<file path="config.mk">
export PLATFORM = sky130hd
export DESIGN_NAME = muldiv_unit_flat
export DESIGN_NICKNAME = d
export VERILOG_FILES = /design/src/rtl/muldiv_if.sv /design/src/rtl/muldiv_unit.sv /design/src/flat_wrapper.sv
export SDC_FILE = /design/constraint.sdc
export NUM_CORES = 1
export LEC_CHECK = 0
export CAP_MARGIN = 30
export CORE_MARGIN = 1.5
export CORE_UTILIZATION = 45
export CTS_CLUSTER_SIZE = 8
export DETAILED_ROUTE_END_ITERATION = 10
export PLACE_DENSITY_LB_ADDON = 0.25
export SLEW_MARGIN = 10
export SYNTH_ARGS = -nofsm -noshare
export SYNTH_HDL_FRONTEND = slang
export SYNTH_SLANG_ARGS = --single-unit
</file>
<file path="constraint.sdc">
create_clock -name clk -period 7.93 [get_ports clk]
set_clock_uncertainty 0.15 [all_clocks]
set_input_delay 1.9825 -clock clk [delete_from_list [all_inputs] [get_ports clk]]
set_output_delay 1.9825 -clock clk [all_outputs]
set_load 0.03 [all_outputs]
</file>
<file path="src/rtl/muldiv_if.sv">
// Handshake bundle between the execute stage and the multiply/divide unit.
// Carries the operation request, the HI/LO moves and the HI/LO/status results.
interface muldiv_if #(
  parameter int WIDTH = 32
);
  logic             start_i;
  logic [1:0]       op_i;
  logic [WIDTH-1:0] rs_i;
  logic [WIDTH-1:0] rt_i;
  logic             mthi_i;
  logic             mtlo_i;
  logic [WIDTH-1:0] hi_o;
  logic [WIDTH-1:0] lo_o;
  logic             busy_o;
  logic             done_o;

  modport master (
    output start_i, op_i, rs_i, rt_i, mthi_i, mtlo_i,
    input  hi_o, lo_o, busy_o, done_o
  );

  modport slave (
    input  start_i, op_i, rs_i, rt_i, mthi_i, mtlo_i,
    output hi_o, lo_o, busy_o, done_o
  );
endinterface

</file>
<file path="src/rtl/muldiv_unit.sv">
// Iterative MULT/MULTU/DIV/DIVU unit owning the HI/LO registers.
// Shift-add multiply and restoring divide, one bit per cycle.
module muldiv_unit #(
  parameter int WIDTH = 32
) (
  input logic     clk,
  input logic     rst_n,
  muldiv_if.slave bus
);
  localparam int CW = $clog2(WIDTH);

  typedef enum logic [1:0] {
    IDLE,
    CALC,
    FIX
  } state_t;

  state_t             state;
  logic [CW-1:0]      cnt;
  logic               is_div;
  logic               neg_q;
  logic               neg_r;
  logic               divzero;
  logic [WIDTH-1:0]   mag;
  logic [2*WIDTH-1:0] acc;
  logic [WIDTH-1:0]   rem;
  logic [WIDTH-1:0]   hi;
  logic [WIDTH-1:0]   lo;
  logic               busy;
  logic               done;

  logic               sgn_op;
  logic               rs_neg;
  logic               rt_neg;
  logic [WIDTH-1:0]   rs_abs;
  logic [WIDTH-1:0]   rt_abs;
  logic [WIDTH:0]     add_sum;
  logic [WIDTH:0]     trial;
  logic [WIDTH+1:0]   diff;
  logic [2*WIDTH-1:0] prod;
  logic [WIDTH-1:0]   quo;
  logic [WIDTH-1:0]   rmd;

  always_comb begin
    sgn_op  = ~bus.op_i[0];
    rs_neg  = sgn_op & bus.rs_i[WIDTH-1];
    rt_neg  = sgn_op & bus.rt_i[WIDTH-1];
    rs_abs  = rs_neg ? -bus.rs_i : bus.rs_i;
    rt_abs  = rt_neg ? -bus.rt_i : bus.rt_i;
    add_sum = {1'b0, acc[2*WIDTH-1:WIDTH]}
            + (acc[0] ? {1'b0, mag} : '0);
    trial   = {rem, acc[WIDTH-1]};
    diff    = {1'b0, trial} - {2'b00, mag};
    prod    = neg_q ? -acc : acc;
    quo     = neg_q ? -acc[WIDTH-1:0] : acc[WIDTH-1:0];
    rmd     = neg_r ? -rem : rem;
  end

  always_ff @(posedge clk) begin
    if (!rst_n) begin
      state   <= IDLE;
      cnt     <= '0;
      is_div  <= 1'b0;
      neg_q   <= 1'b0;
      neg_r   <= 1'b0;
      divzero <= 1'b0;
      mag     <= '0;
      acc     <= '0;
      rem     <= '0;
      hi      <= '0;
      lo      <= '0;
      busy    <= 1'b0;
      done    <= 1'b0;
    end else begin
      done <= 1'b0;
      unique case (state)
        IDLE: begin
          if (bus.start_i) begin
            is_div  <= bus.op_i[1];
            neg_q   <= rs_neg ^ rt_neg;
            neg_r   <= rs_neg;
            divzero <= bus.op_i[1] & (bus.rt_i == '0);
            rem     <= '0;
            cnt     <= '0;
            busy    <= 1'b1;
            state   <= CALC;
            if (bus.op_i[1]) begin
              mag <= rt_abs;
              // divide-by-zero keeps the raw dividend for HI
              acc <= {{WIDTH{1'b0}},
                      (bus.rt_i == '0) ? bus.rs_i : rs_abs};
            end else begin
              mag <= rs_abs;
              acc <= {{WIDTH{1'b0}}, rt_abs};
            end
          end else begin
            if (bus.mthi_i) hi <= bus.rs_i;
            if (bus.mtlo_i) lo <= bus.rs_i;
          end
        end
        CALC: begin
          if (!divzero) begin
            if (is_div) begin
              if (!diff[WIDTH+1]) begin
                rem            <= diff[WIDTH-1:0];
                acc[WIDTH-1:0] <= {acc[WIDTH-2:0], 1'b1};
              end else begin
                rem            <= trial[WIDTH-1:0];
                acc[WIDTH-1:0] <= {acc[WIDTH-2:0], 1'b0};
              end
            end else begin
              acc <= {add_sum, acc[WIDTH-1:1]};
            end
          end
          cnt <= cnt + 1'b1;
          if (cnt == CW'(WIDTH-1)) state <= FIX;
        end
        FIX: begin
          if (divzero) begin
            hi <= acc[WIDTH-1:0];
            lo <= '1;
          end else if (is_div) begin
            hi <= rmd;
            lo <= quo;
          end else begin
            hi <= prod[2*WIDTH-1:WIDTH];
            lo <= prod[WIDTH-1:0];
          end
          busy  <= 1'b0;
          done  <= 1'b1;
          state <= IDLE;
        end
        default: state <= IDLE;
      endcase
    end
  end

  assign bus.hi_o   = hi;
  assign bus.lo_o   = lo;
  assign bus.busy_o = busy;
  assign bus.done_o = done;
endmodule

</file>
<file path="src/flat_wrapper.sv">
// flat-port wrapper written by rule: the top's interface ports become plain ports
module muldiv_unit_flat 
#(
  parameter int WIDTH = 32
)
  (clk, rst_n, bus_start_i, bus_op_i, bus_rs_i, bus_rt_i, bus_mthi_i, bus_mtlo_i, bus_hi_o, bus_lo_o, bus_busy_o, bus_done_o);
  muldiv_if #(.WIDTH(WIDTH)) bus_i ();
  input logic clk;
  input logic rst_n;
  input wire logic [$bits(bus_i.start_i)-1:0] bus_start_i;
  input wire logic [$bits(bus_i.op_i)-1:0] bus_op_i;
  input wire logic [$bits(bus_i.rs_i)-1:0] bus_rs_i;
  input wire logic [$bits(bus_i.rt_i)-1:0] bus_rt_i;
  input wire logic [$bits(bus_i.mthi_i)-1:0] bus_mthi_i;
  input wire logic [$bits(bus_i.mtlo_i)-1:0] bus_mtlo_i;
  output wire logic [$bits(bus_i.hi_o)-1:0] bus_hi_o;
  output wire logic [$bits(bus_i.lo_o)-1:0] bus_lo_o;
  output wire logic [$bits(bus_i.busy_o)-1:0] bus_busy_o;
  output wire logic [$bits(bus_i.done_o)-1:0] bus_done_o;
  assign bus_i.start_i = bus_start_i;
  assign bus_i.op_i = bus_op_i;
  assign bus_i.rs_i = bus_rs_i;
  assign bus_i.rt_i = bus_rt_i;
  assign bus_i.mthi_i = bus_mthi_i;
  assign bus_i.mtlo_i = bus_mtlo_i;
  assign bus_hi_o = bus_i.hi_o;
  assign bus_lo_o = bus_i.lo_o;
  assign bus_busy_o = bus_i.busy_o;
  assign bus_done_o = bus_i.done_o;
  muldiv_unit #(.WIDTH(WIDTH)) u_core (.clk(clk), .rst_n(rst_n), .bus(bus_i));
endmodule
</file>
Yosys cells after proc, flatten, opt, wreduce, memory -nomap -nowiden
Cells that the tools add are included.
- output and inout bits: 66
- input port bits: 71
- logic and storage cells: 89
- register bits: 205
- bitwise gates (word level): 5
- equal/unequal tests: 11
- muxes and demuxes: 38
- reductions and logical operators: 13
- add/subtract/negate cells: 8
- operator list (operator ; number):
    $mux 32 ; 22
    $mux 64 ; 3
    $pmux 32 s2 ; 3
    $neg 32->32 ; 4
    $pmux 64 s2 ; 1
    $neg 64->64 ; 1
    $sub 33x32->34 ; 1
    $add 32x33->33 ; 1
    $logic_not 32->1 ; 1
    $ne 2x2->1 const B ; 6
    $pmux 5 s2 ; 1
    $reduce_and 3->1 ; 3
    $reduce_and 2->1 ; 4
    $reduce_and 4->1 ; 2
    $add 5x1->5 const B ; 1
    $eq 5x5->1 const B ; 1
    $mux 5 ; 1
    $mux 2 ; 2
    $ne 2x1->1 const B ; 2
    $pmux 2 s2 ; 1
    $reduce_bool 2->1 ; 2
    $and 1x1->1 ; 3
    $mux 1 ; 3
    $eq 2x1->1 const B ; 1
    other kinds (5) ; 5

Longest topological paths before layout
- depth after elaboration: 7
- mapped depth: 15
- mapped depth without buffers: 14

Worst setup path before layout
No wires, ideal clock.
- kind: input -> register
- start: in bus_rt_i[8]
- end: reg u_core.acc[19]
- slack: 3337 ps
- stages on the path: 11
- data arrival time: 4323 ps
- buffers on the path: 2
- data required time: 7660 ps
- library setup time: 120 ps
- cell sequence: or4_1 -> nor3_1 -> nand4_1 -> or4_1 -> clkbuf_1 -> nand2_1 -> buf_2 -> a31oi_1 -> xor2_1 -> a211oi_1 -> nor2_1
- longest elaborated chain between the ends: 5
- elaborated cells between the ends (all ways): 7
- those cells by class: add/sub: 1; mux: 5; reduce/logical: 1
- ends and longest elaborated chain (item ; line ; RTL):
    start: declaration ; flat_wrapper.sv:13 ; input wire logic [$bits(bus_i.rt_i)-1:0] bus_rt_i;
    $neg 32->32 / $logic_not 32->1 (equally long branches) ; muldiv_unit.sv:49, muldiv_unit.sv:91 ;
    $mux 32 (on tied branches) ; muldiv_unit.sv:49, muldiv_unit.sv:91 ;
    $mux 32 (*) ; muldiv_unit.sv:87 ; if (bus.op_i[1]) begin
    $mux 64 (*) ; muldiv_unit.sv:78 ; if (bus.start_i) begin
    $pmux 64 s2 (*) ; muldiv_unit.sv:76 ; unique case (state)
    end signal: assignment ; muldiv_unit.sv:90 ; acc <= {{WIDTH{1'b0}},
    end signal: assignment ; muldiv_unit.sv:94 ; acc <= {{WIDTH{1'b0}}, rt_abs};
    end signal: indexed assignment ; muldiv_unit.sv:106 ; acc[WIDTH-1:0] <= {acc[WIDTH-2:0], 1'b1};
    end: declaration ; muldiv_unit.sv:25 ; logic [2*WIDTH-1:0] acc;
Mark *: on every way between the ends. The rest lies on a longest branch, timed or not. The select of a mux whose other input is x is not followed.
A chain may end at the register's enable or synchronous reset.

Final worst setup path
- start: in bus_rt_i[2]
- end: reg u_core.acc[27]
The elaborated chain is that of the path after synthesis.

==> flow_metrics.env <==
export IMPL_grt_pass1_vias=16683
export IMPL_synth_edf_count=0
export IMPL_cp_slowest_cell="or4_1"
export IMPL_syn_inst=2272
export IMPL_synth_seq_cells=205
export IMPL_ys_flop_type="dfxtp_1"
export IMPL_htreeDepth=1
export IMPL_cts_repair_resized=0
export IMPL_p_int_mw=2.058
export IMPL_place_area_um2=18050
export IMPL_rows=70
export IMPL_setup_tns_final_ns=0
export IMPL_vdd_drop_max_mv=0.1624
export IMPL_via_per_inst=6.465
export IMPL_drtIter0Drc=1642
export IMPL_async_flop_share_pct=0
export IMPL_setup_viol=0
export IMPL_leakagePower_nw=7.056
export IMPL_pwr_share_clk_pct=37.5
export IMPL_final_max_slew_viol_count=0
export IMPL_max_clock_freq_ghz=0.1948
export IMPL_r2r_setup_slack_ns=3.43
export IMPL_gp_congestion=0.9808
export IMPL_powerDensity_nw_per_um2=165.2
export IMPL_post_route_drc_count=0
export IMPL_antenna_found_initial=0
export IMPL_p_comb_share_pct=24.8
export IMPL_max_stage_delay_ns=0.65
export IMPL_final_core_util_pct=51.82
export IMPL_layout_setup_ws_ns=2.796
export IMPL_ios=137
export IMPL_status="complete, no violations"
export IMPL_p_seq_share_pct=37.7
export IMPL_cts_buffer_depth=3
export IMPL_crit_fanout=11
export IMPL_core_um2=36430
export IMPL_timing_worst_setup_path_type="in -> reg"
export IMPL_cts_hold_buffers=0
export IMPL_worst_slew_pin_slew_ns=0.9964
export IMPL_clkSlewWorstSetupHoldPaths_ns=0.05
export IMPL_nets=2435
export IMPL_antenna_left=0
export IMPL_max_cap_violations=0
export IMPL_seq_area_um2=4109
export IMPL_final_area_um2=18880
export IMPL_synth_net_count=2415
export IMPL_cts_setup_buffers=0
export IMPL_fill_cells=3589
export IMPL_cts_tree="done"
export IMPL_dpl_hpwl_mm=50.44
export IMPL_hold_violations=0
export IMPL_end_kind="flip-flop"
export IMPL_diodes=0
export IMPL_cts_sinks=205
export IMPL_yosys_warnings=0
export IMPL_grt_pass1_wl_mm=101.7
export IMPL_dp_slack_ns=2.280
export IMPL_fp_dieW_um=194.7
export IMPL_swShare_pct=34.01
export IMPL_port_buffer_count=136
export IMPL_netlist_cell_type_count=78
export IMPL_vias=17868
export IMPL_final_common_cell="nand2_1"
export IMPL_crit_required_ns=8.19
export IMPL_drt_wl_total_mm=67.26
export IMPL_grt_max_degree=74
export IMPL_dieArea_um2=37910
export IMPL_total_power_mw=3.119
export IMPL_gr_usage_all_layers_pct=34.61
export IMPL_syn_to_final_growth_pct=14.18
export IMPL_syn_area_um2=16540
export IMPL_cts_buffers=30
export IMPL_worst_path_most_repeated_cell="nor2_1"
export IMPL_worstPathArrival_ns=5.39
export IMPL_die_y_um=194.7
export IMPL_min_period_ns=5.134
export IMPL_ys_seq_area_share_pct=24.82
export IMPL_multi_input_area_um2=11500
export IMPL_syn_avg_cell_area_um2=7.279
export IMPL_hold_path_class="reg -> reg"
export IMPL_critPathLaunchType="input port"
export IMPL_drtPass1Iterations=5
export IMPL_avgRoutedWirePerCell_um=24.34
export IMPL_p_sw_mw=1.061
export IMPL_rsz0062_at_grt="no"
export IMPL_cts_root_buffer="clkbuf_16"
export IMPL_drive_gt1_share_pct=4.791
export IMPL_fin_crit_sh_pct=64.74
export IMPL_start_util_pct=45.39
export IMPL_gr_total_overflow=0
export IMPL_slew_headroom_pct=33.33
export IMPL_clk_latency_ns=0.57
export IMPL_final_cell_mix="nand2_1 (252), a21oi_1 (224), dfxtp_1 (203)"
export IMPL_crit_chain="clkdlybuf4s50_1 -> or3_1 -> nor3b_1 -> nand4_1 -> or4_1 -> nand2_1 -> nor2_1 -> xnor2_1 -> a21boi_0 -> o22ai_1 -> nor2_1"
sequential cells by signal, summed over array words and instances, names as in the netlist:
signal             flops
u_core.mag            32
u_core.neg_q           1
u_core.bus.hi_o       32
u_core.bus.done_o      1
u_core.rem            32
u_core.cnt             5
u_core.state           2
u_core.divzero         1
u_core.is_div          1
u_core.acc            64
u_core.bus.lo_o       32
u_core.bus.busy_o      1
u_core.neg_r           1
power groups by stage:
stage | Combinational (mW) | Clock [mW] | Sequential, mW
after floorplan | 0.492 | 0 | 1.17
after global placement | 0.746 | 0 | 1.19
final | 0.774 | 1.17 | 1.18
after CTS | 0.756 | 1.18 | 1.17
after detailed placement | 0.751 | 0 | 1.19
after global routing | 0.826 | 1.21 | 1.18
metal layers:
| metal | wire (µm) | up-vias | GRT usage (%) |
|---|---|---|---|
| li1 | - | 8250 | - |
| met1 | 27300 | 8548 | 43.89 |
| met2 | 30200 | 851 | 55.98 |
| met3 | 5325 | 219 | 5.188 |
| met4 | 4436 | 0 | 19.88 |
| met5 | 0 | - | 0 |
synthesized netlist by cell type, drive strengths merged (14+ instances only):
cell type	count	area, µm²
xnor2	124	1086
nor4	22	183.9
nor2	200	750.7
a221oi	20	175.2
a21o	26	195.2
nand2	252	945.9
or4	18	142.6
xor2	98	858.3
nand2b	18	112.6
o211ai	35	262.8
o31ai	41	321.6
o22ai	15	93.84
o221ai	34	297.8
mux2i	40	400.4
a31oi	25	156.4
dfxtp	205	4104
nor2b	18	112.6
nand3	40	200.2
buf	31	146.4
nor3	54	275.3
o21a	14	105.1
o21ai	205	1026
a21oi	225	1126
a211oi	38	285.3
ha	70	875.8
or3	23	143.9
clkbuf	151	568.0
o41ai	18	157.7
inv	69	259.0
a22oi	18	135.1
critical path, delay by kind of cell:
family | cells | cell delay [ns]
AOI/OAI and AO/OA | 2 | 0.26
and+or+nand+nor | 7 | 2.53
buffers and inverters | 1 | 0.47
xor gates and xnor gates | 1 | 0.15
final timing paths:
kind              cells past startpoint          startpoint                  to
setup / recovery                     11         bus_rt_i[2]      u_core.acc[27]
hold / removal                        2  u_core.bus.lo_o[0]  u_core.bus.lo_o[0]
hold reg to reg                       2  u_core.bus.lo_o[0]  u_core.bus.lo_o[0]
setup reg to reg                     14       u_core.acc[0]      u_core.acc[61]
stage by stage:
stage | hold WS [ns] | std cells
global placement | 0.2847 | 2724
floorplan | 0.2650 | 2272
finish | 0.2972 | 2764
detailed placement | 0.2937 | 2726
global route | 0.3199 | 2764
CTS | 0.2999 | 2762
final cells by class:
type / instances / share of cell area (%)
tap: 468 / 3.101
clock buffer: 34 / 4.221
inverter: 69 / 1.378
clock inverter: 2 / 0.06626
sequential: 205 / 21.76
timing repair buffer: 170 / 8.588
multi-input combinational: 1816 / 60.88
cells by family (layout without fill, tap and decap cells):
group | Yosys count | in the layout | synth area share (%)
flops | 205 | 205 | 24.82
simple gates | 702 | 702 | 19.78
buf+inv | 251 | 275 | 5.886
xor+xnor | 222 | 222 | 11.76
compound gates | 780 | 780 | 29.80
fa+ha+maj | 72 | 72 | 5.538
mux | 40 | 40 | 2.421
(Power assumes the default switching activity.)
